--- config.mk ---
export PLATFORM = sky130hd
export DESIGN_NAME = fft_peak_detector
export DESIGN_NICKNAME = d
export VERILOG_FILES = /design/src/rtl/fft_pkg.sv /design/src/rtl/fft_peak_detector.sv
export SDC_FILE = /design/constraint.sdc
export NUM_CORES = 1
export LEC_CHECK = 0
export BUFFER_PORTS_ARGS = -buffer_cell sky130_fd_sc_hd__buf_2
export CAP_MARGIN = 20
export CORE_UTILIZATION = 50
export CTS_CLUSTER_DIAMETER = 40
export CTS_CLUSTER_SIZE = 14
export DETAILED_ROUTE_END_ITERATION = 10
export MAX_ROUTING_LAYER = met4
export PLACE_DENSITY = 0.83
export SLEW_MARGIN = 20
export SYNTH_ARGS = -nofsm -noshare
export SYNTH_HDL_FRONTEND = slang
export SYNTH_SLANG_ARGS = --single-unit
--- constraint.sdc ---
create_clock -name clk -period 3.8 [get_ports clk]
set_clock_uncertainty 0.15 [all_clocks]
set_input_delay 0.38 -clock clk [delete_from_list [all_inputs] [get_ports clk]]
set_output_delay 0.38 -clock clk [all_outputs]
set_load 0.03 [all_outputs]
--- src/rtl/fft_pkg.sv ---
// Shared types and constants for the FFT peak detector.
// FFT_PEAK_ENERGY_EN adds a frame-energy field to the result struct.
package fft_pkg;

  localparam int MAG_W       = 21;
  localparam int FFT_LEN_DEF = 1024;
  // Widest bin index the result struct can carry (FFT_LEN up to 65536).
  localparam int BIN_W_MAX   = 16;

  typedef enum logic [1:0] {
    IDLE,
    ACCUM,
    FLUSH
  } peak_state_t;

  typedef struct packed {
    logic [MAG_W-1:0]           mag;
    logic [BIN_W_MAX-1:0]       bin;
`ifdef FFT_PEAK_ENERGY_EN
    logic [MAG_W+BIN_W_MAX-1:0] energy;
`endif
  } peak_result_t;

endpackage

--- src/rtl/fft_peak_detector.sv ---
// Per-frame peak search over streamed FFT magnitudes with a valid/ready result register.
// Optional FFT_PEAK_ENERGY_EN adds the frame_energy output (sum of searched bins).
module fft_peak_detector
  import fft_pkg::*;
#(
  parameter int FFT_LEN    = FFT_LEN_DEF,
  parameter int SEARCH_LEN = 512,
  parameter int SKIP_DC    = 1
) (
  input  logic                       clk,
  input  logic                       rst_n,
  input  logic [MAG_W-1:0]           mag_in,
  input  logic                       mag_valid,
  input  logic                       mag_sop,
  output logic [MAG_W-1:0]           peak_mag,
  output logic [$clog2(FFT_LEN)-1:0] peak_bin,
  output logic                       peak_valid,
  input  logic                       peak_ready,
  output logic                       sync_err,
`ifdef FFT_PEAK_ENERGY_EN
  output logic [MAG_W+$clog2(FFT_LEN)-1:0] frame_energy,
`endif
  output logic                       overrun
);

  localparam int BIN_W    = $clog2(FFT_LEN);
  localparam int ENERGY_W = MAG_W + BIN_W;
  localparam logic [BIN_W-1:0] LAST_BIN   = BIN_W'(FFT_LEN - 1);
  localparam logic [BIN_W:0]   SEARCH_LIM = (BIN_W+1)'(SEARCH_LEN);
  // With DC skipped, an all-zero frame reports the first searched bin.
  localparam logic [BIN_W-1:0] INIT_IDX   = (SKIP_DC != 0) ? BIN_W'(1) : '0;

  peak_state_t      state_q, state_d;
  logic [BIN_W-1:0] cnt_q, cnt_d;
  logic [BIN_W-1:0] idx_q, idx_d;
  logic [MAG_W-1:0] max_q, max_d;
  peak_result_t     res_q, res_d, cur;
  logic             peak_valid_q, peak_valid_d;
  logic             sync_err_q, sync_err_d;
  logic             overrun_q, overrun_d;
`ifdef FFT_PEAK_ENERGY_EN
  logic [ENERGY_W-1:0] energy_q, energy_d, base_en;
`endif

  logic             start, take, searched;
  logic [BIN_W-1:0] bin, base_idx;
  logic [MAG_W-1:0] base_max;

  always_comb begin
    cur     = '0;
    cur.mag = max_q;
    cur.bin = BIN_W_MAX'(idx_q);
`ifdef FFT_PEAK_ENERGY_EN
    cur.energy = (MAG_W+BIN_W_MAX)'(energy_q);
`endif
  end

  always_comb begin
    state_d      = state_q;
    cnt_d        = cnt_q;
    idx_d        = idx_q;
    max_d        = max_q;
    res_d        = res_q;
    peak_valid_d = peak_valid_q & ~peak_ready;
    sync_err_d   = 1'b0;
    overrun_d    = overrun_q;
    start        = 1'b0;
    take         = 1'b0;
    bin          = '0;
    base_idx     = '0;
    base_max     = '0;
    searched     = 1'b0;
`ifdef FFT_PEAK_ENERGY_EN
    energy_d     = energy_q;
    base_en      = '0;
`endif

    case (state_q)
      IDLE: begin
        if (mag_valid && mag_sop) begin
          start   = 1'b1;
          state_d = ACCUM;
        end
      end
      ACCUM: begin
        if (mag_valid) begin
          take = 1'b1;
          if (mag_sop) begin
            start      = 1'b1;
            sync_err_d = 1'b1;
          end else if (cnt_q == LAST_BIN) begin
            state_d = FLUSH;
          end
        end
      end
      FLUSH: begin
        if (!peak_valid_q || peak_ready) begin
          res_d        = cur;
          peak_valid_d = 1'b1;
        end else begin
          overrun_d = 1'b1;
        end
        // A new frame may start right here so back-to-back frames lose no beat.
        if (mag_valid && mag_sop) begin
          start   = 1'b1;
          state_d = ACCUM;
        end else begin
          state_d = IDLE;
        end
      end
      default: state_d = IDLE;
    endcase

    if (start || take) begin
      bin      = start ? '0 : cnt_q;
      base_max = start ? '0 : max_q;
      base_idx = start ? INIT_IDX : idx_q;
      searched = ({1'b0, bin} < SEARCH_LIM) && !((SKIP_DC != 0) && (bin == '0));
      if (searched && (mag_in > base_max)) begin
        max_d = mag_in;
        idx_d = bin;
      end else begin
        max_d = base_max;
        idx_d = base_idx;
      end
`ifdef FFT_PEAK_ENERGY_EN
      base_en  = start ? '0 : energy_q;
      energy_d = base_en + (searched ? ENERGY_W'(mag_in) : '0);
`endif
      cnt_d = (bin == LAST_BIN) ? '0 : bin + 1'b1;
    end
  end

  always_ff @(posedge clk or negedge rst_n) begin
    if (!rst_n) begin
      state_q      <= IDLE;
      cnt_q        <= '0;
      idx_q        <= '0;
      max_q        <= '0;
      res_q        <= '0;
      peak_valid_q <= 1'b0;
      sync_err_q   <= 1'b0;
      overrun_q    <= 1'b0;
`ifdef FFT_PEAK_ENERGY_EN
      energy_q     <= '0;
`endif
    end else begin
      state_q      <= state_d;
      cnt_q        <= cnt_d;
      idx_q        <= idx_d;
      max_q        <= max_d;
      res_q        <= res_d;
      peak_valid_q <= peak_valid_d;
      sync_err_q   <= sync_err_d;
      overrun_q    <= overrun_d;
`ifdef FFT_PEAK_ENERGY_EN
      energy_q     <= energy_d;
`endif
    end
  end

  assign peak_mag   = res_q.mag;
  assign peak_bin   = res_q.bin[BIN_W-1:0];
  assign peak_valid = peak_valid_q;
  assign sync_err   = sync_err_q;
  assign overrun    = overrun_q;
`ifdef FFT_PEAK_ENERGY_EN
  assign frame_energy = res_q.energy[ENERGY_W-1:0];
`endif

endmodule

* After elaboration in Yosys (flattened, before gate mapping)
Cells that the tools add are included.
** Storage, ports and cells
- Bits of input ports :: 26
- Output and inout bits :: 34
- ROM bits :: 0
- Bits in writable memories :: 0
- Flip-flop bits (word level) :: 77
- Memories :: 0
- Latch bits :: 0
** Operators by class
- Bitwise operators :: 3
- $mul :: 0
- Add/subtract/negate cells :: 1
- Magnitude comparators :: 2
- Reduce and logical (&&, ||, !) cells :: 15
- Equal/unequal tests :: 8
- Shifts and indexed selects :: 0
- Multiplexer cells :: 21
- Div/mod/pow operators :: 0
** Operators with widths (count)
- $mux W21 :: 2
- $mux W10 :: 4
- $gt A21 B21 Y1 :: 1
- $eq A10 B10 Y1 const B :: 2
- $add A10 B1 Y10 const B :: 1
- $logic_not A10 Y1 :: 1
- $lt A10 B10 Y1 const B :: 1
- $mux W1 :: 9
- $mux W2 :: 4
- $ne A2 B2 Y1 const B :: 4
- $pmux W2 S3 :: 1
- $reduce_and A2 Y1 :: 3
- $reduce_and A4 Y1 :: 1
- $logic_and A1 B1 Y1 :: 3
- $eq A2 B1 Y1 const B :: 1
- $eq A2 B2 Y1 const B :: 1
- $logic_not A1 Y1 :: 2
- $logic_not A2 Y1 :: 1
- $logic_or A1 B1 Y1 :: 2
- $not A1 Y1 :: 2
- $pmux W1 S2 :: 1
- $reduce_bool A2 Y1 :: 1
- $reduce_or A2 Y1 :: 1
- $and A1 B1 Y1 :: 1

* Logic depth before layout (Yosys ltp)
Gate-level depths: netlist (run 1).
- Depth in word-level cells :: 10
- Gate-level depth with buffers :: 14
- Mapped depth without buffers :: 10

* Least setup slack after synthesis (run 1)
OpenSTA, ideal clock, no wires.
- Path type :: register to register
- Start :: reg state_q[0]
- End :: reg max_q[10]
- Setup slack :: 0.590 ns
- Stages on the path, launching flop included :: 15
- Library setup time :: 0.121 ns
- Period minus slack after synthesis :: 3.210 ns
- Required time :: 3.529 ns
- Arrival time :: 2.939 ns
- Buffers on the path :: 4
- Cell sequence :: dfrtp_1 > buf_2 > nand2_1 > nand3_1 > clkbuf_1 > clkbuf_1 > nand2_1 > ha_1 > nand4_2 > nor4_1 > o21ai_1 > and4_4 > o31a_1 > buf_6 > a22o_1
** On the way
- Word-level cells in the longest chain between the ends :: 9
** Ends and longest elaborated chain
- from (decl) :: line fft_peak_detector.sv:33 : peak_state_t state_q, state_d;
- from (signal assigned) :: line fft_peak_detector.sv:148 : state_q <= state_d;
- parallel branches: the longest is 9 deep, another holds $gt A21 B21 Y1
- to (signal assigned) :: line fft_peak_detector.sv:151 : max_q <= max_d;
- to (decl) :: line fft_peak_detector.sv:36 : logic [MAG_W-1:0] max_q, max_d;
Several ways; the timed one is not identified.
A chain may end at the register's enable or synchronous reset.

* Worst setup path after layout (run 1)
- Start :: reg state_q[0]
- End :: reg max_q[14]
Same word-level chain as after synthesis.

==> results.txt, run 1 <==
Leakage -> 2.22 nW
CTS Buf Count -> 9
Final period demand of the worst path -> 3.40 ns
Worst Path Max Fanout -> 28
FP Rows -> 30
Core Util, Final -> 61.7%
DIE AREA -> 7750 um^2
Yosys reg bits -> 77
Mapped Cells -> 324
Top cells by count, synth -> dfrtp_1 (77), nand2_1 (50), mux2_2 (31), ha_1 (23), a22o_1 (21)
Antenna Violating Nets Remaining -> 0
Diodes inserted -> 0
Hold crit path type -> in -> async
Peak VDD IR -> 0.224 mV
CP Class -> reg -> reg
Hold buffer count at CTS -> 0
Initial Util -> 53.0%
Post-DP HPWL -> 5400 um
Syn_nets -> 373
Final hold violations -> 0
Port buffer count -> 59
Sink Count -> 77
Placer Congestion -> 0.844
Primary FF master, synth -> dfrtp_1
CTS H-tree depth -> 3
Clk pin slew, worst setup/hold paths -> 0.08 ns
Worst setup SP type -> flop
Drt wl/cell -> 15.9 um
Number of global-route vias before repair -> 2691
Layout overhead on the synthesized area -> 16.4%
Tightest Pin Transition -> 0.930 ns
Top-count cell post-synth -> dfrtp_1
Post-DR vias/cell -> 5.69
Die Wd -> 88.0 um
Cell taking the most area after synthesis -> dfrtp_1
Async SR Flop Fraction -> 100%
Initial antenna violation count -> 0
TritonRoute pass-1 iters -> 5
Fin Hold WS -> 0.00779 ns
Synth warn -> 0
Final Power -> 2.27 mW
Post-synth EDFFs -> 0
Design area -> 4310 um^2
Post-CTS sizing -> 0
Final Cycle Share -> 89.4%
Global-route wire length before repair -> 12700 um
Cell area after synthesis -> 3700 um^2
Global route overflow -> 0
Slew HR -> 38.0%
Status -> finished, final reports clean
Multi-input logic area -> 1680 um^2
Yosys cell types -> 42
Seq/Total Area, Yosys -> 52.1%
Max-slew violations -> 0
Post-synth top area share -> 52.1%
Area contributors post-synth -> dfrtp_1 (52%), mux2_2 (9.4%), ha_1 (7.8%)
CTS tree -> yes
Die height -> 88.0 um
Skew-Pair Late Insertion Delay -> 0.36 ns
Syn avg cell area -> 11.4 um^2
Power Density -> 527 nW/um^2
Sequential cell area -> 1930 um^2
Post-CTS Setup Bufs -> 0
1st-iter DRT viols -> 213
RSZ-0062 raised after global routing -> false
Root Driver -> clkbuf_8
All-Layer GR Usage -> 22.5%
Final TNS setup -> 0 ns
Layout cells sized above 1 -> 29.2%
CP endpoint kind -> flop
NumNets Final -> 434
Setup-failing EPs final -> 0
Dpl cell area -> 4080 um^2
Core area -> 6980 um^2
Remaining DRCs -> 0
Filler cells -> 577
Largest net degree at the start of global routing -> 78
# Max-Cap Violations -> 0
Clk buf depth -> 2
FMAX -> 294 MHz
# IOs -> 60
CP arrival -> 3.53 ns
Worst endpoint required time -> 3.94 ns
Routed WL -> 7710 um
Routed via count -> 2765
-- through the flow --
stage	setup slack [ns]	instances
after floorplan	0.590	324
after global placement	0.562	470
after detailed placement	0.450	470
after CTS	0.446	486
after global routing	0.164	486
final	0.401	486
-- worst max-delay path: stages, from the launching register on --
cell and delay [ns]:
dfrtp_1 0.48, nand2_1 0.10, nand3_1 0.09, buf_4 0.28, nand2_1 0.09, ha_1 0.32
nand4_2 0.16, nor4_1 0.32, nand4_1 0.17, nand2_1 0.17, o31a_1 0.73, a22o_1 0.24
-- routing by layer --
| metal | wire length (um) | share of wire, % | vias to the layer above | track usage, % |
|---|---|---|---|---|
| met4 | 112 | 1.5 | 0 | 8.36 |
| met2 | 3600 | 47 | 104 | 33.2 |
| met5 | 0 | 0 | - | - |
| met3 | 471 | 6.1 | 13 | 4.71 |
| met1 | 3520 | 46 | 1339 | 30.7 |
| li1 | - | - | 1309 | - |
-- logic make-up after synthesis --
logic type	synth area share, %
AOI/OAI and AO/OA	12.0
xor gates and xnor gates	0.710
adders and majority gates	7.78
buffers and inverters	2.57
DFF	52.1
muxes	11.6
and+or+nand+nor	13.3
-- flip-flops by register name, indices dropped and copies added, names as in the netlist --
register    cells
max_q          21
peak_mag       21
cnt_q          10
idx_q          10
peak_bin       10
state_q         2
overrun         1
peak_valid      1
sync_err        1
-- power breakdown --
group | internal [mW] | switching (mW)
clock network | 0.389 | 0.303
registers | 0.939 | 0.115
logic | 0.239 | 0.283
total | 1.57 | 0.701
-- area by class of cell --
type | count | share of cell area, %
sequential | 77 | 44.7
multi-input combinational | 227 | 38.9
timing repair buffer | 64 | 7.78
clock buffer | 11 | 3.28
tap | 96 | 2.79
clock inverter | 5 | 1.95
inverter | 6 | 0.523
-- final timing paths --
check	slack [ns]	cells after the start	to	from
hold / removal	0.008	1	max_q[8]	rst_n
setup / recovery	0.40	11	max_q[14]	state_q[0]
hold reg to reg	0.35	2	overrun	overrun
setup reg to reg	0.40	11	max_q[14]	state_q[0]
min in group clk	0.12	2	max_q[0]	mag_in[0]
max in group asynchronous	2.89	1	cnt_q[6]	rst_n
-- cells in the final DEF, fill, tap and decap left out, types with 2 or more instances in the layout --
cell type    n
and3_1       4
and2_1       3
nand3b_1     2
clkinvlp_4   2
nor4_1       3
a22oi_1      2
nor2_1      10
nand3_1      5
nand4_1      8
buf_2       58
nor3_1       3
clkbuf_8    10
nand2_1     50
o21ai_0     12
nand2b_1     3
ha_1        23
inv_1        6
dfrtp_1     77
and4_1       2
a22o_1      21
mux2_2      31
a32o_1       2
a21oi_1     14
mux2i_1      8
xor2_1       2
a21o_1       3
bufinv_16    2
buf_4        6
nand4_2      2
No activity file was read; power rests on OpenSTA's default activity.
==> run 2: changes to the inputs <==
CORE_UTILIZATION = 30   (was 50)
PLACE_DENSITY = 0.59   (was 0.83)
==> run 2 against run 1 <==
Effect of this change: largest cell class unchanged; non-clock buffer count unchanged; critical path depth unchanged; via count decreased by 3.0%; cell area increased by 4.0%; clock power increased by 36%; final cell count increased by 10%; register-to-register slack improved by 0.05 ns.
==> results.txt, run 2 (synthesized netlist as in run 1, its figures left out) <==
Initial Util -> 30.8%
NumNets Final -> 434
Layout cells sized above 1 -> 29.3%
Die height -> 113 um
Initial antenna violation count -> 0
Leakage -> 2.27 nW
Hold buffer count at CTS -> 0
Final worst-path setup slack -> 0.450 ns
Clk pin slew, worst setup/hold paths -> 0.06 ns
Die Wd -> 113 um
CP Class -> reg -> reg
# Max-Cap Violations -> 0
Sink Count -> 77
Global-route wire length before repair -> 13300 um
Final hold violations -> 0
Max-slew violations -> 0
Worst Path Max Fanout -> 22
FMAX -> 299 MHz
Hold crit path type -> in -> async
R2r startpoint -> state_q[0]
Most common cell after layout, fill and taps aside -> dfrtp_1
Final period demand of the worst path -> 3.35 ns
Skew-Pair Late Insertion Delay -> 0.34 ns
Placer Congestion -> 0.835
Routed WL -> 8020 um
CP endpoint kind -> flop
Core Util, Final -> 37.3%
Slew HR -> 35.9%
Final TNS setup -> 0 ns
Post-CTS Setup Bufs -> 0
RSZ-0062 raised after global routing -> false
R2R Path End -> max_q[9]
Remaining DRCs -> 0
Worst setup SP type -> flop
1st-iter DRT viols -> 131
Root Driver -> clkbuf_16
Number of global-route vias before repair -> 2600
CP arrival -> 3.41 ns
Layout overhead on the synthesized area -> 21.1%
Antenna Violating Nets Remaining -> 0
Post-DR vias/cell -> 5.01
FP Rows -> 40
Peak VDD IR -> 0.182 mV
Final Cycle Share -> 88.2%
All-Layer GR Usage -> 14.0%
Worst endpoint required time -> 3.86 ns
Largest net degree at the start of global routing -> 78
CTS tree -> yes
Core area -> 12000 um^2
Power Density -> 558 nW/um^2
Port buffer count -> 59
Post-CTS sizing -> 0
Routed via count -> 2683
# IOs -> 60
Flop-to-flop setup slack -> 0.45 ns
DIE AREA -> 12800 um^2
Tightest Pin Transition -> 0.961 ns
Dpl ws -> 0.498 ns
Drt wl/cell -> 15.0 um
Most frequent cells in the layout -> dfrtp_1 (77), buf_2 (58), nand2_1 (50)
Status -> finished, final reports clean
CTS Buf Count -> 9
Clk buf depth -> 2
CTS H-tree depth -> 3
TritonRoute pass-1 iters -> 4
Global route overflow -> 0
Post-DP HPWL -> 5720 um
Worst Reg2Reg Path Length in Cells -> 11
Diodes inserted -> 0
Setup-failing EPs final -> 0
## run 2: cell count changes in the layout (fill, tap and decap cells not counted)
cell | previous run | this run
clkbuf_16 | 0 | 9
clkinvlp_4 | 2 | 1
clkinv_4 | 1 | 0
clkbuf_8 | 10 | 3
clkbuf_1 | 1 | 0
## run 2: critical path: stages (launching register included)
cell and delay, ns:
dfrtp_1 0.47, nand2_1 0.12, nand3_1 0.10, buf_4 0.24
nand2_1 0.09, ha_1 0.33, nand4_2 0.15, nor4_1 0.33
o21ai_1 0.12, and4_4 0.22, o31a_1 0.58, a22o_1 0.30
## run 2: final cells by class
cell class,count,area [um^2]
multi-input combinational,227,1680
timing repair buffer,64,335
inverter,6,22.5
tap,147,184
clock buffer,12,267
clock inverter,3,67.6
fill,1200,7530
sequential,77,1930
## run 2: per-stage QoR
stage,hold slack [ns],std cells,cell area [um^2],power (mW)
2_1_floorplan,-0.0656,324,3700,1.42
3_3_place_gp,0.323,521,4150,1.56
3_5_place_dp,0.330,521,4150,1.58
4_1_cts,0.0780,536,4480,2.53
5_1_grt,0.129,536,4480,2.65
6_report,0.0495,536,4480,2.50
## run 2: worst max-delay path by stage
stage                    start   endpoint  slack [ns]
finish              state_q[0]   max_q[9]        0.45
global route        state_q[0]   max_q[9]        0.12
CTS                 state_q[0]   max_q[9]        0.48
detailed placement  state_q[0]   max_q[0]        0.50
global placement    state_q[0]   max_q[0]        0.63
floorplan           state_q[0]  max_q[10]        0.59
## run 2: layer usage
layer  routed length [um]  GRT usage, %  vias up  part of all wire (%)
li1                     -             -     1309                     -
met1                 4150          19.6     1287                    52
met2                 3300          18.8       79                    41
met3                  462          4.07        8                   5.8
met4                  103          5.26        0                   1.3
met5                    0             -        -                     0
## run 2: where the power goes
part / internal (mW) / switching [mW]
Combinational: 0.237 / 0.273
Sequential: 0.941 / 0.109
Clock: 0.625 / 0.316
Total: 1.80 / 0.698
==> run 3: changes to the inputs <==
CELL_PAD_IN_SITES_DETAIL_PLACEMENT = 0   (was default)
CELL_PAD_IN_SITES_GLOBAL_PLACEMENT = 1   (was default)
PLACE_DENSITY = 0.68   (was 0.59)
==> run 3 against run 2 <==
Effect of this change: die area stayed put; largest power group unchanged; setup slack got worse by 0.023 ns; final cell count rose by 0.19%; via count shrank 0.34%; critical path type unchanged; flip-flop and latch count stayed put.
==> results.txt, run 3 (synthesized netlist as in run 1, its figures left out) <==
CTS H-tree depth -> 3
CP arrival -> 3.49 ns
Post-CTS sizing -> 0
Filler cells -> 1184
Post-CTS Setup Bufs -> 0
P_sw -> 0.702 mW
# Max-Cap Violations -> 0
Final worst-path setup slack -> 0.428 ns
TritonRoute pass-1 iters -> 4
Leakage -> 2.26 nW
FP Rows -> 40
Grt met1 use -> 20.0%
CP peak stage delay -> 0.73 ns
Routed WL -> 8110 um
CTS tree -> yes
Most frequent cells in the layout -> dfrtp_1 (77), buf_2 (58), nand2_1 (50)
Global-route wire length before repair -> 13500 um
Net Sw Frac -> 28.6%
Gate power share -> 20.6%
Final period demand of the worst path -> 3.37 ns
CTS Buf Count -> 9
Skew-Pair Late Insertion Delay -> 0.33 ns
Slew HR -> 35.4%
All-Layer GR Usage -> 14.0%
Root Driver -> clkbuf_16
Number of global-route vias before repair -> 2588
Clk pin slew, worst setup/hold paths -> 0.06 ns
Met2 usage -> 19.2%
DIE AREA -> 12800 um^2
Int Pwr -> 1.75 mW
# IOs -> 60
Post-DP HPWL -> 5640 um
Status -> finished, final reports clean
Hold buffer count at CTS -> 0
Sequential cell area -> 1930 um^2
Remaining DRCs -> 0
Final Cycle Share -> 88.7%
Multi-input logic area -> 1680 um^2
RSZ-0062 raised after global routing -> false
Global route overflow -> 0
Die Wd -> 113 um
Setup-failing EPs final -> 0
Die height -> 113 um
Post-DR vias/cell -> 4.98
FMAX -> 297 MHz
Flop pwr share -> 43.0%
Crit path top cell by count -> nand2_1
Largest net degree at the start of global routing -> 78
Port buffer count -> 59
Hold crit path type -> in -> async
Power Density -> 551 nW/um^2
Placer Congestion -> 0.818
Core area -> 12000 um^2
Initial Util -> 30.8%
Clk network pwr share -> 36.4%
Initial antenna violation count -> 0
Max stage delay cell, worst path -> o31a_1
Dpl cell area -> 4150 um^2
Layout cells sized above 1 -> 28.7%
Worst setup SP type -> flop
Worst endpoint required time -> 3.91 ns
Worst Path Max Fanout -> 22
Layout overhead on the synthesized area -> 20.4%
GRT Max-Usage Layer -> met1
Final TNS setup -> 0 ns
Met3 GRT Util -> 3.00%
NumNets Final -> 434
Routed via count -> 2674
CP Class -> reg -> reg
Dpl ws -> 0.385 ns
Final hold violations -> 0
CP endpoint kind -> flop
Tightest Pin Transition -> 0.969 ns
Max-slew violations -> 0
Most common cell after layout, fill and taps aside -> dfrtp_1
Diodes inserted -> 0
Clk buf depth -> 2
CP cell instances -> nand2_1 > nand3_1 > buf_4 > nand2_1 > ha_1 > nand4_2 > nor4_1 > nand4_1 > nand2_1 > o31a_1 > a22o_1
Drt wl/cell -> 15.1 um
Sink Count -> 77
Antenna Violating Nets Remaining -> 0
1st-iter DRT viols -> 110
Design area -> 4460 um^2
Peak VDD IR -> 0.186 mV
run 3: path summary, 6_finish.rpt:
kind	startpoint	end	slack, ns	cells after the start
setup / recovery	state_q[0]	max_q[19]	0.43	11
hold / removal	rst_n	peak_bin[7]	0.05	1
setup reg to reg	state_q[0]	max_q[19]	0.43	11
hold reg to reg	idx_q[9]	idx_q[9]	0.33	1
max in group asynchronous	rst_n	peak_mag[7]	2.82	1
min in group clk	mag_in[2]	max_q[2]	0.14	2
run 3: through the flow:
stage,hold WS (ns),utilization [%],power (mW),std cells
after floorplan,-0.0656,-,1.42,324
after global placement,0.315,34.5,1.57,521
after detailed placement,0.313,34.5,1.58,521
after CTS,0.0985,37.1,2.49,537
after global routing,0.134,37.1,2.61,537
final,0.0466,37.1,2.45,537
run 3: layout make-up:
cell class	count	share of cell area (%)
clock buffers	12	5.31
multi-input cells	227	37.7
clock inverters	4	1.63
inverters	6	0.505
well taps	147	4.13
flip-flops and latches	77	43.2
repair buffers	64	7.53
run 3: power groups by stage:
stage / logic, mW / clock network (mW) / registers [mW]
finish: 0.506 / 0.893 / 1.06
global route: 0.582 / 0.949 / 1.07
CTS: 0.514 / 0.917 / 1.05
detailed placement: 0.509 / 0 / 1.07
global placement: 0.501 / 0 / 1.07
floorplan: 0.397 / 0 / 1.02
run 3: worst max-delay path: cells and delay by family, from the launching register on:
| kind | cells | cell delay (ns) |
|---|---|---|
| flops | 1 | 0.49 |
| fa+ha+maj | 1 | 0.31 |
| compound gates | 2 | 0.97 |
| buf+inv | 1 | 0.25 |
| simple gates | 7 | 1.13 |
run 3: layer usage:
layer  up-vias  part of all wire, %
met2        49                   42
li1       1315                    -
met5         -                    0
met3         4                  3.8
met4         0                  1.2
met1      1306                   53
